--- src/rtl/four_bit_ripple_adder_pkg.sv ---
// ---------------------------------------------------------------------------
// four_bit_ripple_adder_pkg
// Purpose : shared width constant and nibble type for the 4-bit ripple adder
//           slice (package, interface, full_adder leaf, top).
// Ports   : none (package).
// Config  : FOUR_BIT_RIPPLE_ADDER_OVF_EN is honoured by the interface and top.
// ---------------------------------------------------------------------------
package four_bit_ripple_adder_pkg;

  localparam int ADDER_WIDTH = 4;

  typedef logic [ADDER_WIDTH-1:0] nibble_t;

endpackage : four_bit_ripple_adder_pkg

--- src/rtl/four_bit_ripple_adder_if.sv ---
// ---------------------------------------------------------------------------
// four_bit_ripple_adder_if
// Purpose : bundles the adder operands and results.
// Signals : a, b            operands (unsigned nibbles)
//           sum, finalcarry combinational result
//           sum_q,
//           finalcarry_q    result registered one clock
//           ovf, ovf_q      signed overflow (only with FOUR_BIT_RIPPLE_ADDER_OVF_EN)
// Modports: master drives operands and observes results; slave is the adder.
// ---------------------------------------------------------------------------
interface four_bit_ripple_adder_if;
  import four_bit_ripple_adder_pkg::*;

  nibble_t a;
  nibble_t b;
  nibble_t sum;
  logic    finalcarry;
  nibble_t sum_q;
  logic    finalcarry_q;
`ifdef FOUR_BIT_RIPPLE_ADDER_OVF_EN
  logic    ovf;
  logic    ovf_q;
`endif

`ifdef FOUR_BIT_RIPPLE_ADDER_OVF_EN
  modport master (output a, b, input sum, finalcarry, sum_q, finalcarry_q, ovf, ovf_q);
  modport slave  (input a, b, output sum, finalcarry, sum_q, finalcarry_q, ovf, ovf_q);
`else
  modport master (output a, b, input sum, finalcarry, sum_q, finalcarry_q);
  modport slave  (input a, b, output sum, finalcarry, sum_q, finalcarry_q);
`endif

endinterface : four_bit_ripple_adder_if

--- src/rtl/four_bit_ripple_adder_full_adder.sv ---
// ---------------------------------------------------------------------------
// full_adder
// Purpose : one-bit full adder cell, chained by four_bit_ripple_adder.
// Ports   : a, b, cin (in)  operand bits and carry in
//           sum, cout (out) sum bit and carry out
// ---------------------------------------------------------------------------
module full_adder (
  input  logic a,
  input  logic b,
  input  logic cin,
  output logic sum,
  output logic cout
);

  logic w_prop;

  assign w_prop = a ^ b;
  assign sum    = w_prop ^ cin;
  // generate when both bits set, otherwise propagate the incoming carry
  assign cout   = (a & b) | (cin & w_prop);

endmodule : full_adder

--- src/rtl/four_bit_ripple_adder.sv ---
// ---------------------------------------------------------------------------
// four_bit_ripple_adder
// Purpose : unsigned 4-bit ripple-carry adder, carry-in 0. Combinational
//           result for datapath consumers plus a one-cycle registered copy.
// Ports   : clk    (in)  rising-edge clock for the output register
//           rst_n  (in)  asynchronous active-low reset of the output register
//           bus    (slave modport of four_bit_ripple_adder_if):
//                  a, b -> sum, finalcarry, sum_q, finalcarry_q [, ovf, ovf_q]
// Params  : WIDTH   must be 4 (elaboration error otherwise)
//           REG_OUT 1 builds the output register, 0 ties registered outputs to 0
// Config  : FOUR_BIT_RIPPLE_ADDER_OVF_EN adds signed overflow ovf = c4 ^ c3
//           and its registered copy ovf_q.
// ---------------------------------------------------------------------------
module four_bit_ripple_adder
  import four_bit_ripple_adder_pkg::*;
#(
  parameter int WIDTH   = 4,
  parameter bit REG_OUT = 1'b1
) (
  input  logic                     clk,
  input  logic                     rst_n,
  four_bit_ripple_adder_if.slave   bus
);

  if (WIDTH != ADDER_WIDTH) begin : g_bad_width
    $error("four_bit_ripple_adder: WIDTH must be 4");
  end

  logic [ADDER_WIDTH:0]   w_carry;
  logic [ADDER_WIDTH-1:0] w_sum;

  assign w_carry[0] = 1'b0;

  // Ripple chain: each cell's carry out feeds the next cell's carry in.
  for (genvar gi = 0; gi < ADDER_WIDTH; gi++) begin : g_fa
    full_adder u_fa (
      .a    (bus.a[gi]),
      .b    (bus.b[gi]),
      .cin  (w_carry[gi]),
      .sum  (w_sum[gi]),
      .cout (w_carry[gi+1])
    );
  end

  assign bus.sum        = w_sum;
  assign bus.finalcarry = w_carry[ADDER_WIDTH];

`ifdef FOUR_BIT_RIPPLE_ADDER_OVF_EN
  logic w_ovf;
  // signed overflow: carry into the sign bit differs from carry out of it
  assign w_ovf   = w_carry[ADDER_WIDTH] ^ w_carry[ADDER_WIDTH-1];
  assign bus.ovf = w_ovf;
`endif

  if (REG_OUT) begin : g_reg_out
    nibble_t r_sum_q;
    logic    r_finalcarry_q;
`ifdef FOUR_BIT_RIPPLE_ADDER_OVF_EN
    logic    r_ovf_q;

    // Output register: one-cycle copy of the result, cleared asynchronously.
    always_ff @(posedge clk or negedge rst_n) begin
      if (!rst_n) begin
        r_sum_q        <= 4'h0;
        r_finalcarry_q <= 1'b0;
        r_ovf_q        <= 1'b0;
      end else begin
        r_sum_q        <= w_sum;
        r_finalcarry_q <= w_carry[ADDER_WIDTH];
        r_ovf_q        <= w_ovf;
      end
    end

    assign bus.ovf_q = r_ovf_q;
`else
    // Output register: one-cycle copy of the result, cleared asynchronously.
    always_ff @(posedge clk or negedge rst_n) begin
      if (!rst_n) begin
        r_sum_q        <= 4'h0;
        r_finalcarry_q <= 1'b0;
      end else begin
        r_sum_q        <= w_sum;
        r_finalcarry_q <= w_carry[ADDER_WIDTH];
      end
    end
`endif
    assign bus.sum_q        = r_sum_q;
    assign bus.finalcarry_q = r_finalcarry_q;
  end else begin : g_no_reg_out
    assign bus.sum_q        = 4'h0;
    assign bus.finalcarry_q = 1'b0;
`ifdef FOUR_BIT_RIPPLE_ADDER_OVF_EN
    assign bus.ovf_q        = 1'b0;
`endif
  end

endmodule : four_bit_ripple_adder

--- src/flat_wrapper.sv ---
// flat-port wrapper written by rule: the top's interface ports become plain ports
module four_bit_ripple_adder_flat import four_bit_ripple_adder_pkg::*;
#(
  parameter int WIDTH   = 4,
  parameter bit REG_OUT = 1'b1
)
  (clk, rst_n, bus_a, bus_b, bus_sum, bus_finalcarry, bus_sum_q, bus_finalcarry_q);
  four_bit_ripple_adder_if bus_i ();
  input  logic clk;
  input  logic rst_n;
  input wire logic [$bits(bus_i.a)-1:0] bus_a;
  input wire logic [$bits(bus_i.b)-1:0] bus_b;
  output wire logic [$bits(bus_i.sum)-1:0] bus_sum;
  output wire logic [$bits(bus_i.finalcarry)-1:0] bus_finalcarry;
  output wire logic [$bits(bus_i.sum_q)-1:0] bus_sum_q;
  output wire logic [$bits(bus_i.finalcarry_q)-1:0] bus_finalcarry_q;
  assign bus_i.a = bus_a;
  assign bus_i.b = bus_b;
  assign bus_sum = bus_i.sum;
  assign bus_finalcarry = bus_i.finalcarry;
  assign bus_sum_q = bus_i.sum_q;
  assign bus_finalcarry_q = bus_i.finalcarry_q;
  four_bit_ripple_adder #(.WIDTH(WIDTH), .REG_OUT(REG_OUT)) u_core (.clk(clk), .rst_n(rst_n), .bus(bus_i));
endmodule
--- config.mk ---
export PLATFORM = sky130hd
export DESIGN_NAME = four_bit_ripple_adder_flat
export DESIGN_NICKNAME = d
export VERILOG_FILES = /design/src/rtl/four_bit_ripple_adder_pkg.sv /design/src/rtl/four_bit_ripple_adder_if.sv /design/src/rtl/four_bit_ripple_adder_full_adder.sv /design/src/rtl/four_bit_ripple_adder.sv /design/src/flat_wrapper.sv
export SDC_FILE = /design/constraint.sdc
export NUM_CORES = 1
export LEC_CHECK = 0
export ABC_AREA = 1
export CORE_AREA = 4 4 41 43
export CTS_CLUSTER_SIZE = 20
export DETAILED_ROUTE_END_ITERATION = 7
export DIE_AREA = 0 0 45 47
export PLACE_DENSITY = 0.62
export SLEW_MARGIN = 40
export SYNTH_ARGS = -nofsm -noshare
export SYNTH_HDL_FRONTEND = slang
export SYNTH_SLANG_ARGS = --single-unit
--- constraint.sdc ---
create_clock -name clk -period 7.7 [get_ports clk]
set_input_delay 1.925 -clock clk [delete_from_list [all_inputs] [get_ports clk]]
set_output_delay 1.925 -clock clk [all_outputs]
set_load 0.03 [all_outputs]
==> results of run 1 <==
## sequential cells by signal, indices dropped and copies added, names as in the netlist
name and count:
u_core.bus.sum_q 4, u_core.bus.finalcarry_q 1
## cells by family after synthesis
family	Yosys count	synth area share (%)
DFF	5	50.8
buffers and inverters	9	19.8
adders and majority gates	4	29.4
## synthesized netlist by cell type
master and number:
buf_4 4, ha_1 1, dfrtp_1 5, fa_1 3, inv_1 5
## worst max-delay path, stage by stage
cell             delay, ps
clkdlybuf4s50_1        400
ha_1                   210
fa_1                   380
fa_1                   370
inv_1                   80
fa_1                   400
inv_1                   90
clkdlybuf4s50_1        670
## worst min path at each step
stage,start,slack [ps],to,cells after the start
after global routing,rst_n,1930,u_core.bus.sum_q[2],1
after CTS,rst_n,1900,u_core.bus.sum_q[2],1
after detailed placement,rst_n,2160,u_core.bus.finalcarry_q,1
final,rst_n,1900,u_core.bus.sum_q[1],1
after global placement,rst_n,2150,u_core.bus.finalcarry_q,1
after floorplan,rst_n,1630,u_core.bus.finalcarry_q,0
## cell type report
class	count	area, um2	share of cell area (%)
multi-input cells	4	72.6	16.1
flip-flops and latches	5	125	27.7
inverters	5	18.8	4.16
repair buffers	19	190	42.1
clock buffers	4	26.3	5.82
well taps	15	18.8	4.16
## power by group
group / switching (mW) / total, mW / internal, mW
Sequential: 0.000790 / 0.0309 / 0.0301
Clock: 0.00967 / 0.0292 / 0.0195
Combinational: 0.0233 / 0.0421 / 0.0188
## routing by layer
layer | global-route usage [%] | vias up | part of all wire [%]
li1 | - | 83 | -
met1 | 5.87 | 65 | 37
met2 | 5.37 | 20 | 31
met3 | 5.36 | 0 | 31
met4 | 7.02 | 0 | 0
met5 | 0 | - | 0
==> flow_summary.yaml, run 1 <==
clock_network:
  cts_resized: 0
  clk_path_buf_depth: 2
  hold_buffers: 0
  cts-root-buf: "clkbuf_4"
  htree_num_levels: 1
  cts_tree: "done"
  postCtsSetupBuffers: 0
  cts_num_sinks: 5
  cts_inserted_buffers: 3
  path_clk_slew_ps: 40
flow_run:
  drv_cap: 0
placed_design:
  io_buffers: 19
  finalWeightedCongestion: 0.596
  place_area_um2: 425
  place_ws_ps: 1260
  placedCellCount: 48
floorplanning:
  core_area_um2: 1300
  die_x_um: 45
  start_util_pct: 18.9
  std_cell_rows: 13
  pin_count: 20
  die_y_um: 47
  die_area_um2: 2120
drt:
  routed_wl_um: 478
  dr.pass1.iters: 1
  ant_nets: 0
  via_per_inst: 3.23
  wl_per_cell_um: 9.19
  route.detailed.drc: 0
  drt-initial-drc-count: 0
  num_vias: 168
synthesis:
  synth_top_area_share_pct: 50.8
  syn_area_um2: 246
  synthCells: 18
  synth_nets: 32
  synth_seq_cells: 5
  avgSynthCellArea_um2: 13.7
  synth.distinct_cells: 5
  ys_seq_area_share_pct: 50.8
  ys.warnings.count: 0
  synth.area.top_cells: "dfrtp_1 (51%), fa_1 (24%), buf_4 (12%)"
  yosys.area.top_type: "dfrtp_1"
final_layout:
  diodes: 0
  utilization_pct: 34.7
  final_cell_mix: "clkdlybuf4s50_1 (19), inv_1 (5), dfrtp_1 (5)"
  n_fill_cell: 142
  layout-area-overhead-vs-synth_pct: 83.2
  design_area_um2: 452
  drive_above_1_share_pct: 8.11
  layout_commonest_cell: "clkdlybuf4s50_1"
  fin_nets: 52
  final_cells: 52
timing:
  worst_hold_slack_ps: 1900
  timing.final.ws_setup_ps: 1260
  grt_setup_unrepaired: "false"
  fmax_mhz: 155
  worstMarginPinSlew_ps: 321
  finalSetupViolations: 0
  timing.final.hold_violations: 0
  slew_headroom_pct: 78.5
  min_period_over_period_pct: 83.6
  fin_tns_setup_ps: 0
  drv_slew: 0
  period_needed_ps: 6440
worst_setup_path:
  critical_path_required_ps: 5780
  startpoint_type: "input pin"
  cp.arrival_ps: 4510
  worstSetupEndpoint: "bus_sum[3]"
  worstPathMaxFanout: 2
  crit_type: "input pin to output pin"
  critPathLaunch: "bus_b[0]"
  endpoint_kind: "output pin"
global_routing:
  antenna_found_initial: 0
  grt-ovfl-total: 0
  grt_max_degree: 6
  grt_pass1_wl_um: 696
  grt_usage_pct: 5.59
  grt_pass1_vias: 183
worst_hold_path:
  hp-class: "input pin to async pin"
power:
  ir_worst_vdd_mv: 0.0713
  power_density_nw_per_um2: 226
  p_leak_nw: 0.205
  power_mw: 0.102
run_status:
  status: "completed"
Note: power is estimated with default switching activity, not from simulation.
==> run 2: changes to the inputs <==
--- a/config.mk
+++ b/config.mk
@@ -10,7 +10,7 @@
 export CTS_CLUSTER_SIZE = 20
 export DETAILED_ROUTE_END_ITERATION = 7
 export DIE_AREA = 0 0 45 47
-export PLACE_DENSITY = 0.62
+export PLACE_DENSITY = 0.63
 export SLEW_MARGIN = 40
 export SYNTH_ARGS = -nofsm -noshare
 export SYNTH_HDL_FRONTEND = slang
==> constraint.sdc (replaced) <==
create_clock -name clk -period 5.25 [get_ports clk]
set_input_delay 1.3125 -clock clk [delete_from_list [all_inputs] [get_ports clk]]
set_output_delay 1.3125 -clock clk [all_outputs]
set_load 0.03 [all_outputs]
==> run 2 against run 1 <==
Against the previous run:
- non-clock buffer count did not move
- power rose by 45%
- combinational power rose by 45%
- critical path type unchanged
- critical endpoint is now bus_finalcarry
==> flow_summary.yaml, run 2 (synthesis results as in run 1) <==
final_layout:
  final_cell_mix: "clkdlybuf4s50_1 (18), inv_1 (5), dfrtp_1 (5)"
  layout_commonest_cell: "clkdlybuf4s50_1"
  largest_reg_flops: 4
  design_area_um2: 449
  final_cells: 52
  diodes: 0
  layout-area-overhead-vs-synth_pct: 82.2
  utilization_pct: 34.5
  fin_nets: 52
  drive_above_1_share_pct: 10.8
timing:
  min_period_over_period_pct: 92.3
  fmax_mhz: 206
  slew_headroom_pct: 77.9
  drv_slew: 0
  finalSetupViolations: 0
  worstMarginPinSlew_ps: 331
  fin_tns_setup_ps: 0
  timing.final.hold_violations: 0
  grt_setup_unrepaired: "false"
  period_needed_ps: 4850
power:
  power_density_nw_per_um2: 331
  seq_power_share_pct: 30.6
  p_switching_mw: 0.0490
  ir_worst_vdd_mv: 0.101
  p_sw_share_pct: 33.0
  power.internal_mw: 0.0997
  p_clk_share_pct: 28.5
  combPwrFrac_pct: 41.0
  p_leak_nw: 0.205
floorplanning:
  std_cell_rows: 13
  pin_count: 20
  die_area_um2: 2120
  start_util_pct: 18.9
  die_x_um: 45
  core_area_um2: 1300
  die_y_um: 47
clock_network:
  cts_resized: 0
  cts_tree: "done"
  clk_path_buf_depth: 2
  cts_num_sinks: 5
  cts-root-buf: "clkbuf_4"
  cts_inserted_buffers: 3
  postCtsSetupBuffers: 0
  hold_buffers: 0
  path_clk_slew_ps: 40
  htree_num_levels: 1
global_routing:
  grt_pass1_vias: 187
  antenna_found_initial: 0
  grt_usage_pct: 5.60
  grt_pass1_wl_um: 703
  grt-ovfl-total: 0
  grt_max_degree: 6
worst_setup_path:
  worstPathMaxFanout: 2
  crit_type: "input pin to output pin"
  endpoint_kind: "output pin"
  cp.arrival_ps: 3530
  critical_path_required_ps: 3940
  startpoint_type: "input pin"
drt:
  drt-initial-drc-count: 1
  via_per_inst: 3.48
  ant_nets: 0
  wl_per_cell_um: 8.77
  dr.pass1.iters: 2
  routed_wl_um: 456
  num_vias: 181
  route.detailed.drc: 0
placed_design:
  finalWeightedCongestion: 0.647
  io_buffers: 19
  place_area_um2: 423
  placedCellCount: 48
worst_hold_path:
  hp-class: "input pin to async pin"
run_status:
  status: "completed"
flow_run:
  drv_cap: 0
run 2: layout make-up:
type	instances	area, um2
Sequential cell	5	125
Fill cell	154	852
Inverter	5	18.8
Timing Repair Buffer	19	188
Multi-Input combinational cell	4	72.6
Clock buffer	4	26.3
Tap cell	15	18.8
run 2: worst max-delay path by stage:
| stage | startpoint | end | slack [ps] | cells after the start |
|---|---|---|---|---|
| after floorplan | bus_b[0] | bus_sum[3] | 1040 | 7 |
| after global placement | bus_b[0] | bus_finalcarry | 400 | 8 |
| after detailed placement | bus_b[0] | bus_finalcarry | 400 | 8 |
| after CTS | bus_b[0] | bus_finalcarry | 400 | 8 |
| after global routing | bus_b[0] | bus_finalcarry | 330 | 8 |
| final | bus_b[0] | bus_finalcarry | 400 | 8 |
run 2: worst max-delay path, stage by stage:
cell and delay [ps]:
clkdlybuf4s50_1 400, ha_1 210, fa_1 380, fa_1 360, inv_1 70, fa_1 150, inv_1 50, clkdlybuf4s50_1 590
run 2: routing by layer:
metal	global-route usage (%)	up-vias	wire (um)
met3	5.75	2	144
met4	7.02	0	17
met1	5.88	72	174
li1	-	83	-
met5	0	-	0
met2	5.08	24	119
run 2: metrics by stage:
step	hold WS (ps)	total power [mW]	setup slack [ps]
after floorplan	1020	0.0832	1040
after global placement	1540	0.107	404
after detailed placement	1540	0.107	403
after CTS	1290	0.152	396
after global routing	1320	0.156	334
final	1290	0.149	404
run 2: power by group through the flow:
| stage | logic (mW) | registers, mW | clock network, mW |
|---|---|---|---|
| after global placement | 0.0614 | 0.0460 | 0 |
| final | 0.0609 | 0.0454 | 0.0423 |
| after global routing | 0.0648 | 0.0462 | 0.0453 |
| after floorplan | 0.0253 | 0.0578 | 0 |
| after CTS | 0.0616 | 0.0455 | 0.0445 |
| after detailed placement | 0.0614 | 0.0460 | 0 |
